--- config.mk ---
export PLATFORM = sky130hd
export DESIGN_NAME = const_load_ctrl_flat
export DESIGN_NICKNAME = d
export VERILOG_FILES = /design/src/rtl/const_load_ctrl_pkg.sv /design/src/rtl/const_load_ctrl_if.sv /design/src/rtl/const_load_ctrl.sv /design/src/flat_wrapper.sv
export SDC_FILE = /design/constraint.sdc
export NUM_CORES = 1
export LEC_CHECK = 0
export ABC_AREA = 1
export CAP_MARGIN = 5
export CORE_MARGIN = 3
export CORE_UTILIZATION = 30
export DETAILED_ROUTE_END_ITERATION = 8
export MAX_ROUTING_LAYER = met4
export PLACE_DENSITY = 0.55
export SLEW_MARGIN = 20
export SYNTH_ARGS = -nofsm -noshare
export SYNTH_HDL_FRONTEND = slang
export SYNTH_SLANG_ARGS = --single-unit
--- constraint.sdc ---
create_clock -name clk -period 3 [get_ports clk]
set_input_delay 0.6 -clock clk [delete_from_list [all_inputs] [get_ports clk]]
set_output_delay 0.6 -clock clk [all_outputs]
set_load 0.005 [all_outputs]
--- src/rtl/const_load_ctrl_pkg.sv ---
// Shared types for the constant-load sequencer.
// Op encodings and FSM state enum.
package const_ctrl_pkg;

    localparam logic [1:0] FMT_PASS  = 2'b01;
    localparam logic [1:0] FMT_MERGE = 2'b11;

    typedef enum logic [2:0] {
        IDLE,
        READ,
        CAP,
        EXEC,
        WB,
        ERR
    } cl_state_t;

endpackage

--- src/rtl/const_load_ctrl_if.sv ---
// Bus bundle between the constant-load sequencer and
// decode, register file, constant ALU and write-back arbiter.
interface const_load_ctrl_if #(
    parameter int W      = 16,
    parameter int ADDR_W = 4
);
    logic              req_valid;
    logic              req_ready;
    logic [1:0]        req_formato;
    logic              req_r;
    logic [ADDR_W-1:0] req_rd;
    logic [W-1:0]      req_const;

    logic              rf_rd_en;
    logic [ADDR_W-1:0] rf_rd_addr;
    logic [W-1:0]      rf_rd_data;

    logic [W-1:0]      ula_dado;
    logic [W-1:0]      ula_constante;
    logic [1:0]        ula_formato;
    logic              ula_r;
    logic [W-1:0]      ula_result;

    logic              wb_valid;
    logic              wb_ready;
    logic [ADDR_W-1:0] wb_addr;
    logic [W-1:0]      wb_data;

    logic              done;
    logic              err;
    logic              busy;

    modport master (
        input  req_valid, req_formato, req_r, req_rd, req_const,
        input  rf_rd_data, ula_result, wb_ready,
        output req_ready, rf_rd_en, rf_rd_addr,
        output ula_dado, ula_constante, ula_formato, ula_r,
        output wb_valid, wb_addr, wb_data,
        output done, err, busy
    );

    modport slave (
        output req_valid, req_formato, req_r, req_rd, req_const,
        output rf_rd_data, ula_result, wb_ready,
        input  req_ready, rf_rd_en, rf_rd_addr,
        input  ula_dado, ula_constante, ula_formato, ula_r,
        input  wb_valid, wb_addr, wb_data,
        input  done, err, busy
    );

endinterface

--- src/rtl/const_load_ctrl.sv ---
// Sequencer for the constant ALU: pass or byte-merge a
// constant into a register and write it back via the RF port.
module const_load_ctrl
    import const_ctrl_pkg::*;
#(
    parameter int W      = 16,
    parameter int ADDR_W = 4
) (
    input logic            clk,
    input logic            rst_n,
    const_load_ctrl_if.master bus
);

    cl_state_t         state_q;
    cl_state_t         state_d;

    logic [1:0]        fmt_q;
    logic              r_q;
    logic [ADDR_W-1:0] rd_q;
    logic [W-1:0]      const_q;

    logic [W-1:0]      dado_q;
    logic [W-1:0]      cnst_q;
    logic [1:0]        ufmt_q;
    logic              ur_q;
    logic [W-1:0]      wbd_q;
    logic              done_q;

    logic              accept;
    logic              wb_hs;

    logic              ready_c;
    logic              rd_en_c;
    logic              wb_valid_c;
    logic              err_c;
    logic              busy_c;

    assign accept = bus.req_valid && (state_q == IDLE);
    assign wb_hs  = (state_q == WB) && bus.wb_ready;

    // State register.
    always_ff @(posedge clk or negedge rst_n) begin
        if (!rst_n) begin
            state_q <= IDLE;
        end else begin
            state_q <= state_d;
        end
    end

    // Next-state and state-decoded strobes.
    always_comb begin
        state_d    = state_q;
        ready_c    = 1'b0;
        rd_en_c    = 1'b0;
        wb_valid_c = 1'b0;
        err_c      = 1'b0;
        busy_c     = 1'b1;
        unique case (state_q)
            IDLE: begin
                ready_c = 1'b1;
                busy_c  = 1'b0;
                if (bus.req_valid) begin
                    case (bus.req_formato)
                        FMT_MERGE: state_d = READ;
                        FMT_PASS:  state_d = EXEC;
                        default:   state_d = ERR;
                    endcase
                end
            end
            READ: begin
                rd_en_c = 1'b1;
                state_d = CAP;
            end
            CAP:  state_d = EXEC;
            EXEC: state_d = WB;
            WB: begin
                wb_valid_c = 1'b1;
                if (bus.wb_ready) state_d = IDLE;
            end
            ERR: begin
                err_c   = 1'b1;
                state_d = IDLE;
            end
            default: state_d = IDLE;
        endcase
    end

    // Op latch, ALU operand staging and result capture.
    // Merge operands only change together with ula_dado on
    // the CAP->EXEC edge, so the ALU never sees a mixed set.
    always_ff @(posedge clk or negedge rst_n) begin
        if (!rst_n) begin
            fmt_q   <= '0;
            r_q     <= 1'b0;
            rd_q    <= '0;
            const_q <= '0;
            dado_q  <= '0;
            cnst_q  <= '0;
            ufmt_q  <= '0;
            ur_q    <= 1'b0;
            wbd_q   <= '0;
            done_q  <= 1'b0;
        end else begin
            if (accept) begin
                fmt_q   <= bus.req_formato;
                r_q     <= bus.req_r;
                rd_q    <= bus.req_rd;
                const_q <= bus.req_const;
            end
            if (accept && (bus.req_formato == FMT_PASS)) begin
                cnst_q <= bus.req_const;
                ufmt_q <= bus.req_formato;
                ur_q   <= bus.req_r;
            end
            if (state_q == CAP) begin
                dado_q <= bus.rf_rd_data;
                cnst_q <= const_q;
                ufmt_q <= fmt_q;
                ur_q   <= r_q;
            end
            if (state_q == EXEC) begin
                wbd_q <= bus.ula_result;
            end
            done_q <= wb_hs;
        end
    end

    assign bus.req_ready     = ready_c;
    assign bus.rf_rd_en      = rd_en_c;
    assign bus.rf_rd_addr    = rd_q;
    assign bus.ula_dado      = dado_q;
    assign bus.ula_constante = cnst_q;
    assign bus.ula_formato   = ufmt_q;
    assign bus.ula_r         = ur_q;
    assign bus.wb_valid      = wb_valid_c;
    assign bus.wb_addr       = rd_q;
    assign bus.wb_data       = wbd_q;
    assign bus.done          = done_q;
    assign bus.err           = err_c;
    assign bus.busy          = busy_c;

endmodule
--- src/flat_wrapper.sv ---
// flat-port wrapper written by rule: the top's interface ports become plain ports
module const_load_ctrl_flat import const_ctrl_pkg::*;
#(
    parameter int W      = 16,
    parameter int ADDR_W = 4
)
  (clk, rst_n, bus_req_valid, bus_req_formato, bus_req_r, bus_req_rd, bus_req_const, bus_rf_rd_data, bus_ula_result, bus_wb_ready, bus_req_ready, bus_rf_rd_en, bus_rf_rd_addr, bus_ula_dado, bus_ula_constante, bus_ula_formato, bus_ula_r, bus_wb_valid, bus_wb_addr, bus_wb_data, bus_done, bus_err, bus_busy);
  const_load_ctrl_if #(.W(W), .ADDR_W(ADDR_W)) bus_i ();
  input logic clk;
  input logic rst_n;
  input wire logic [$bits(bus_i.req_valid)-1:0] bus_req_valid;
  input wire logic [$bits(bus_i.req_formato)-1:0] bus_req_formato;
  input wire logic [$bits(bus_i.req_r)-1:0] bus_req_r;
  input wire logic [$bits(bus_i.req_rd)-1:0] bus_req_rd;
  input wire logic [$bits(bus_i.req_const)-1:0] bus_req_const;
  input wire logic [$bits(bus_i.rf_rd_data)-1:0] bus_rf_rd_data;
  input wire logic [$bits(bus_i.ula_result)-1:0] bus_ula_result;
  input wire logic [$bits(bus_i.wb_ready)-1:0] bus_wb_ready;
  output wire logic [$bits(bus_i.req_ready)-1:0] bus_req_ready;
  output wire logic [$bits(bus_i.rf_rd_en)-1:0] bus_rf_rd_en;
  output wire logic [$bits(bus_i.rf_rd_addr)-1:0] bus_rf_rd_addr;
  output wire logic [$bits(bus_i.ula_dado)-1:0] bus_ula_dado;
  output wire logic [$bits(bus_i.ula_constante)-1:0] bus_ula_constante;
  output wire logic [$bits(bus_i.ula_formato)-1:0] bus_ula_formato;
  output wire logic [$bits(bus_i.ula_r)-1:0] bus_ula_r;
  output wire logic [$bits(bus_i.wb_valid)-1:0] bus_wb_valid;
  output wire logic [$bits(bus_i.wb_addr)-1:0] bus_wb_addr;
  output wire logic [$bits(bus_i.wb_data)-1:0] bus_wb_data;
  output wire logic [$bits(bus_i.done)-1:0] bus_done;
  output wire logic [$bits(bus_i.err)-1:0] bus_err;
  output wire logic [$bits(bus_i.busy)-1:0] bus_busy;
  assign bus_i.req_valid = bus_req_valid;
  assign bus_i.req_formato = bus_req_formato;
  assign bus_i.req_r = bus_req_r;
  assign bus_i.req_rd = bus_req_rd;
  assign bus_i.req_const = bus_req_const;
  assign bus_i.rf_rd_data = bus_rf_rd_data;
  assign bus_i.ula_result = bus_ula_result;
  assign bus_i.wb_ready = bus_wb_ready;
  assign bus_req_ready = bus_i.req_ready;
  assign bus_rf_rd_en = bus_i.rf_rd_en;
  assign bus_rf_rd_addr = bus_i.rf_rd_addr;
  assign bus_ula_dado = bus_i.ula_dado;
  assign bus_ula_constante = bus_i.ula_constante;
  assign bus_ula_formato = bus_i.ula_formato;
  assign bus_ula_r = bus_i.ula_r;
  assign bus_wb_valid = bus_i.wb_valid;
  assign bus_wb_addr = bus_i.wb_addr;
  assign bus_wb_data = bus_i.wb_data;
  assign bus_done = bus_i.done;
  assign bus_err = bus_i.err;
  assign bus_busy = bus_i.busy;
  const_load_ctrl #(.W(W), .ADDR_W(ADDR_W)) u_core (.clk(clk), .rst_n(rst_n), .bus(bus_i));
endmodule
## Word-level counts from Yosys, hierarchy flattened

Cells that the tools add are included.

- Memories: 0
- Output and inout bits: 65
- RAM bits: 0
- ROM bits: 0
- Word-level logic and storage cells: 41
- Register bits after elaboration: 78
- Bits in latches: 0
- Bits of input ports: 59

- Multiplexer cells: 15
- Multipliers: 0
- Magnitude comparators: 0
- Divide/modulo/power cells: 0
- Bitwise operators: 0
- Eq/ne operators: 9
- Shift-type cells: 0
- $add $sub $neg: 0
- Reduce and logical (&&, ||, !) cells: 6

Operators by type and width:

| kind | count |
|---|---|
| $mux W16 | 2 |
| $pmux W3 S5 | 1 |
| $mux W1 | 7 |
| $eq A3 B2 Y1 const B | 2 |
| $eq A3 B3 Y1 const B | 2 |
| $mux W3 | 2 |
| $pmux W3 S2 | 1 |
| $mux W2 | 2 |
| $ne A2 B2 Y1 const B | 2 |
| $eq A3 B1 Y1 const B | 1 |
| $logic_and A1 B1 Y1 | 3 |
| $logic_not A3 Y1 | 1 |
| $eq A2 B1 Y1 const B | 1 |
| $eq A2 B2 Y1 const B | 1 |
| $reduce_and A2 Y1 | 1 |
| $reduce_bool A2 Y1 | 1 |

## Depth between registers and ports, before layout

Gate-level depths: netlist of the first run.

- Word-level depth: 5
- Depth in mapped cells: 8
- Depth with buffers taken out: 7

## Worst setup path after synthesis of the first run

OpenSTA, ideal clock, no wires.

- Path kind: reg2out
- From: reg u_core.state_q[2]
- To: out bus_req_ready
- Data arrival time: 959 ps
- Cell stages (with the launch flop): 5
- Slack: 1441 ps
- Path through: dfrtp_1 > inv_1 > nand2_1 > nor2_4 > buf_4

- Word-level cells in the longest chain between the ends: 2

RTL lines:

| element | line | text |
|---|---|---|
| start, declared | const_load_ctrl.sv:14 | `cl_state_t state_q;` |
| start signal, assigned | const_load_ctrl.sv:46 | `state_q <= state_d;` |
| $logic_not A3 Y1 | const_load_ctrl.sv:58 | `unique case (state_q)` |
| $mux W1 | const_load_ctrl.sv:58 |  |
| end, declared | flat_wrapper.sv:19 | `output wire logic [$bits(bus_i.req_ready)-1:0] bus_req_ready;` |

Every way passes these cells.

## Worst setup path after layout of the first run

Ends and elaborated chain as after synthesis.

==> results.md, run 1 <==
- Vias: 2918
- I/O pin cnt: 124
- Mapped cell area: 0.003416 sq mm
- Setup tns final: 0 ps
- Chip height: 112.7 um
- Top cells by count, synth: nand2_1, dfrtp_1, nand3_1
- Reg-to-Reg Start: u_core.state_q[1]$_DFFE_PN0P_
- # hold bufs at CTS: 0
- Vias per cell: 4.381
- Hold Vio Cnt, Final: 0
- Slew of the pin with the lowest slew margin: 1014 ps
- Design Area, Final: 0.004937 sq mm
- Vias in the first global route: 2843
- Initial core utilization: 0.3110
- CP max FO: 7
- H-tree levels: 3
- Power per cell area: 1013 mW/mm^2
- Detailed Routing Iterations Pass 1: 5
- Final WL: 8907 um
- Cells after synthesis: 412
- DP HPWL: 5940 um
- Yosys top cell area share: 0.5714
- Max-Cap Viols: 0
- Largest net degree at the start of global routing: 79
- Initial DRC count: 126
- CP arrival: 1670 ps
- Leak Pwr: 0.002488 uW
- Num rows: 38
- Crit start category: flop
- Synth top area cells: dfrtp_1, nand2_1, nand3_1
- Pre-CTS setup slack: 568.8 ps
- GP Congestion: 0.7391
- PostCTS Resize Cnt: 0
- Final setup margin: 731.2 ps
- Period utilization: 0.7563
- Die area: 0.01270 sq mm
- TritonCTS buffer count: 9
- Largest area contributor in the netlist: dfrtp_1
- Outcome: finished, final reports clean
- Critical Path RT: 2400 ps
- Number of antenna violations at the first check in global routing: 0
- Tmin final: 2269 ps
- Final net count: 582
- CTS Sinks: 78
- Die width: 112.7 um
- Seq cells post-synth: 78
- Slew Limit Headroom: 0.3219
- Top-count cell post-synth: nand2_1
- Clk_lat worst skew: 330 ps
- Register area share after synthesis: 0.5714
- Crit. End Element: output port
- Post-layout util: 0.4495
- Area Overhead vs Synth: 44.54%
- Mean Syn Cell Area: 8.291 sq um
- Root Buffer: clkbuf_16
- WL per Instance: 13.37 um
- Max Clk Rate: 0.4408 GHz
- Worst hold-check path type: input pin to async pin
- Share of layout cells above drive strength 1: 0.04753
- Final setup viols: 0
- Peak VDD IR: 0.3533 mV
- Diodes inserted: 0
- Cell Area, Placed: 0.004658 sq mm
- Post-route ant nets: 0
- Main synth FF type: dfrtp_1
- Post-synth EDFFs: 0
- First-pass GRT wire length: 14440 um
- Max clock buf depth: 2
- Post-Syn Nets: 471
- Critical path launch point: u_core.state_q[2]$_DFFE_PN0P_
- Port Buf Inserts: 123
- CTS clk-pin slew, worst paths: 60 ps
- Remaining global-route overflow: 0
- Drt drc: 0
- Post-CTS setup buffers: 0
- Layout Skew: 7.942 ps
- Setup CP Type: flop to output port
- Core area: 0.01098 sq mm
- Synth cell types: 21
- FFs w/ async S/R, synth: 1.000
- Yosys warns: 0
- Gr usage total: 0.1457
- Max-slew violation count: 0
- CTS tree: done
- RSZ-0062 raised after global routing: false
- Hold Slack: 296.4 ps
- Reg2reg path depth: 6
## path summary, 6_finish.rpt
path | end | slack [ps]
worst max-delay path | bus_req_ready | 730
worst min-delay path | u_core.bus.ula_formato[1]$_DFFE_PN0P_ | 300
worst max register to register | u_core.bus.ula_formato[0]$_DFFE_PN0P_ | 990
worst min register to register | u_core.const_q[1]$_DFFE_PN0P_ | 470
max in group asynchronous | u_core.bus.done$_DFF_PN0_ | 2190
min in group clk | u_core.const_q[1]$_DFFE_PN0P_ | 470
## critical path, cell delays in order, from the launching register on
cell	delay, ps
dfrtp_1	400
inv_1	160
nand2_1	120
nor2_4	140
clkdlybuf4s50_1	520
## routing by layer
layer | global-route usage | share of wire
met5 | - | 0
met4 | 0.05288 | 0.012
met2 | 0.1998 | 0.42
met3 | 0.05294 | 0.097
met1 | 0.1978 | 0.47
## flip-flops by register name, indices dropped and copies added, names as in the netlist
signal / cells
u_core.bus.done: 1
u_core.bus.rf_rd_addr: 4
u_core.bus.ula_constante: 16
u_core.bus.ula_dado: 16
u_core.bus.ula_formato: 2
u_core.bus.ula_r: 1
u_core.bus.wb_data: 16
u_core.const_q: 16
u_core.fmt_q: 2
u_core.r_q: 1
u_core.state_q: 3
## cell families after synthesis
group,share of synthesized area
flip-flops,0.5714
AND/OR/NAND/NOR,0.3095
buffers and inverters,0.08461
AO/OA/AOI/OAI,0.03443
## layout by cell type, fill, tap and decap left out, drive strengths merged
| master | n |
|---|---|
| nor4 | 1 |
| nor3 | 2 |
| nand4 | 1 |
| inv | 26 |
| nor2 | 6 |
| clkbuf | 13 |
| nand2 | 205 |
| dfrtp | 78 |
| o21ai | 20 |
| clkdlybuf4s50 | 122 |
| clkinv | 1 |
| o211ai | 1 |
| a21oi | 2 |
| nand3 | 43 |
| buf | 5 |
## power by group
group | leakage (uW) | switching, uW | internal, uW
sequential | 0.000965 | 308 | 1560
combinational | 0.00139 | 995 | 1120
clock | 0.000138 | 399 | 618
total | 0.00249 | 1700 | 3300
## cell type report
cell class / instances / area [sq um]
Fill cell: 1104 / 6046
Sequential cell: 78 / 1952
Timing Repair Buffer: 127 / 1262
Multi-Input combinational cell: 281 / 1175
Clock buffer: 13 / 270.3
Tap cell: 140 / 175.2
Inverter: 26 / 97.59
Clock inverter: 1 / 5.005
## through the flow
step | std cells | total power, uW
5_1_grt | 666 | 5408
6_report | 666 | 5002
2_1_floorplan | 412 | 2932
4_1_cts | 666 | 5091
3_5_place_dp | 652 | 4034
3_3_place_gp | 652 | 3999
No activity file was read; power rests on OpenSTA's default activity.
==> run 2, diff against run 1 <==
--- a/config.mk
+++ b/config.mk
@@ -11,7 +11,7 @@
 export CORE_UTILIZATION = 30
 export DETAILED_ROUTE_END_ITERATION = 8
 export MAX_ROUTING_LAYER = met4
-export PLACE_DENSITY = 0.55
+export PLACE_DENSITY = 0.57
 export SLEW_MARGIN = 20
 export SYNTH_ARGS = -nofsm -noshare
 export SYNTH_HDL_FRONTEND = slang
==> constraint.sdc (replaced) <==
create_clock -name clk -period 2 [get_ports clk]
set_input_delay 0.4 -clock clk [delete_from_list [all_inputs] [get_ports clk]]
set_output_delay 0.4 -clock clk [all_outputs]
set_load 0.005 [all_outputs]
==> results.md, run 2 (synthesis gave the netlist of run 1 again) <==
- Outcome: finished, final reports clean
- CTS clk-pin slew, worst paths: 60 ps (about the same)
- Commonest non-fill, non-tap cells in the layout: nand2_1, clkdlybuf4s50_1, dfrtp_1, nand3_1, inv_1
- Pre-CTS setup slack: 176.1 ps (-392.7 ps)
- Vias: 2956 (+1.3%)
- Diodes inserted: 0 (unchanged)
- Worst hold-check path type: input pin to async pin
- WL per Instance: 13.14 um (-1.8%)
- Max-slew violation count: 0 (unchanged)
- Max clock buf depth: 2 (unchanged)
- Storage cell area: 0.001954 sq mm (+0.13%)
- Area of the multi-input gates: 0.001190 sq mm (+1.3%)
- Hold Vio Cnt, Final: 0 (unchanged)
- First-pass GRT wire length: 14770 um (+2.3%)
- Slew of the pin with the lowest slew margin: 508.5 ps (-505.8 ps)
- Tmin final: 1997 ps
- Drt drc: 0 (unchanged)
- Gr usage total: 0.1462 (+0.0005007)
- I/O pin cnt: 124 (unchanged)
- Post-route ant nets: 0 (unchanged)
- Power per cell area: 1499 mW/mm^2 (+48%)
- Max-Cap Viols: 0 (unchanged)
- Num rows: 38 (unchanged)
- Initial core utilization: 0.3110 (unchanged)
- Layout Skew: 3.129 ps (-4.813 ps)
- TritonCTS buffer count: 9 (unchanged)
- Vias per cell: 4.366 (-0.34%)
- Reg2reg path depth: 7 (+1)
- Leak Pwr: 0.002536 uW (+1.9%)
- Final WL: 8893 um (-0.16%)
- Crit. End Element: output port
- DP HPWL: 6177 um (+4.0%)
- Initial DRC count: 172 (+37%)
- RSZ-0062 raised after global routing: true
- Max Clk Rate: 0.5007 GHz
- Share of layout cells above drive strength 1: 0.08007 (+0.03255)
- Worst-path cell chain: nor3_2, clkdlybuf4s50_1
- H-tree levels: 3 (unchanged)
- # hold bufs at CTS: 0 (unchanged)
- Fillers: 1112 (+0.72%)
- Slowest CP cell: clkdlybuf4s50_1
- CTS tree: done
- CP max FO: 8 (+1)
- Die width: 112.7 um (unchanged)
- CTS Sinks: 78 (unchanged)
- GP Congestion: 0.7627 (+3.2%)
- Final setup viols: 0 (unchanged)
- Setup CP Type: flop to output port
- Number of antenna violations at the first check in global routing: 0 (unchanged)
- Chip height: 112.7 um (unchanged)
- Root Buffer: clkbuf_16
- Slowest cell delay on critical path: 540 ps (+20 ps)
- # placed instances: 659 (+1.1%)
- CP arrival: 1600 ps (-70 ps)
- Detailed Routing Iterations Pass 1: 4 (-1)
- Total power: 7559 uW (+51%)
- Commonest non-fill, non-tap cell in the layout: nand2_1
- Port Buf Inserts: 123 (unchanged)
- Final net count: 591 (+1.5%)
- Final setup margin: 2.701 ps (-728.4 ps)
- Hold Slack: 48.52 ps (-247.9 ps)
- Crit start category: flop
- Critical Path RT: 1600 ps (-800 ps)
- Peak VDD IR: 0.5869 mV (+66%)
- Area Overhead vs Synth: 47.66%
- Vias in the first global route: 3000 (+5.5%)
- Die area: 0.01270 sq mm (unchanged)
- Layout Cells excl Fill: 677 (+1.7%)
- Largest net degree at the start of global routing: 39 (-51%)
- Remaining global-route overflow: 0 (unchanged)
- Core area: 0.01098 sq mm (unchanged)
- Period utilization: 0.9986
- Slew Limit Headroom: 0.6610 (+0.3391)
- Clk_lat worst skew: 320 ps (about the same)
==> run 2: final timing paths <==
check                                              start                            endpoint  slack [ps]
max in group asynchronous                          rst_n       u_core.const_q[0]$_DFFE_PN0P_        1360
min reg2reg                u_core.const_q[0]$_DFFE_PN0P_       u_core.const_q[0]$_DFFE_PN0P_         470
max reg2reg                u_core.state_q[0]$_DFFE_PN0P_      u_core.const_q[15]$_DFFE_PN0P_         320
min in group clk           u_core.const_q[0]$_DFFE_PN0P_       u_core.const_q[0]$_DFFE_PN0P_         470
max                        u_core.state_q[1]$_DFFE_PN0P_                        bus_wb_valid           3
min                                                rst_n  u_core.bus.wb_data[11]$_DFFE_PN0N_          50
==> run 2: through the flow <==
stage	area, sq um	setup TNS [ps]	util
floorplan	3416	0	-
global placement	4736	0	0.4312
detailed placement	4736	0	0.4312
CTS	5019	0	0.4569
global route	5044	-46.28	0.4592
finish	5044	0	0.4592
==> run 2: power breakdown <==
part | leakage (uW) | switching, uW | internal (uW)
sequential | 0.000963 | 466 | 2350
combinational | 0.00144 | 1510 | 1730
clock | 0.000130 | 635 | 867
==> run 2: layout make-up <==
type / instances / area share
sequential: 78 / 0.3875
timing repair buffer: 136 / 0.2677
tap: 140 / 0.03473
clock inverter: 6 / 0.007442
multi-input combinational: 281 / 0.2359
clock buffer: 10 / 0.04738
inverter: 26 / 0.01935
==> run 2: repair_timing <==
item	in CTS	in global routing
endpoints found under the setup margin	5	3
setup buffers	0	2
cloned	0	0
gates resized for setup	5	2
==> run 2: worst max-delay path, delay by kind of cell, from the launching register on <==
| family | cells | cell delay, ps |
|---|---|---|
| and+or+nand+nor | 1 | 260 |
| buffers and inverters | 1 | 540 |
| DFF | 1 | 470 |
==> run 2: layer usage <==
metal | global-route usage | vias up | routed length, um
met5 | - | - | 0
met4 | 0.02885 | 0 | 35
met3 | 0.06043 | 4 | 728
met2 | 0.2243 | 96 | 4062
met1 | 0.1836 | 1349 | 4066
li1 | - | 1507 | -
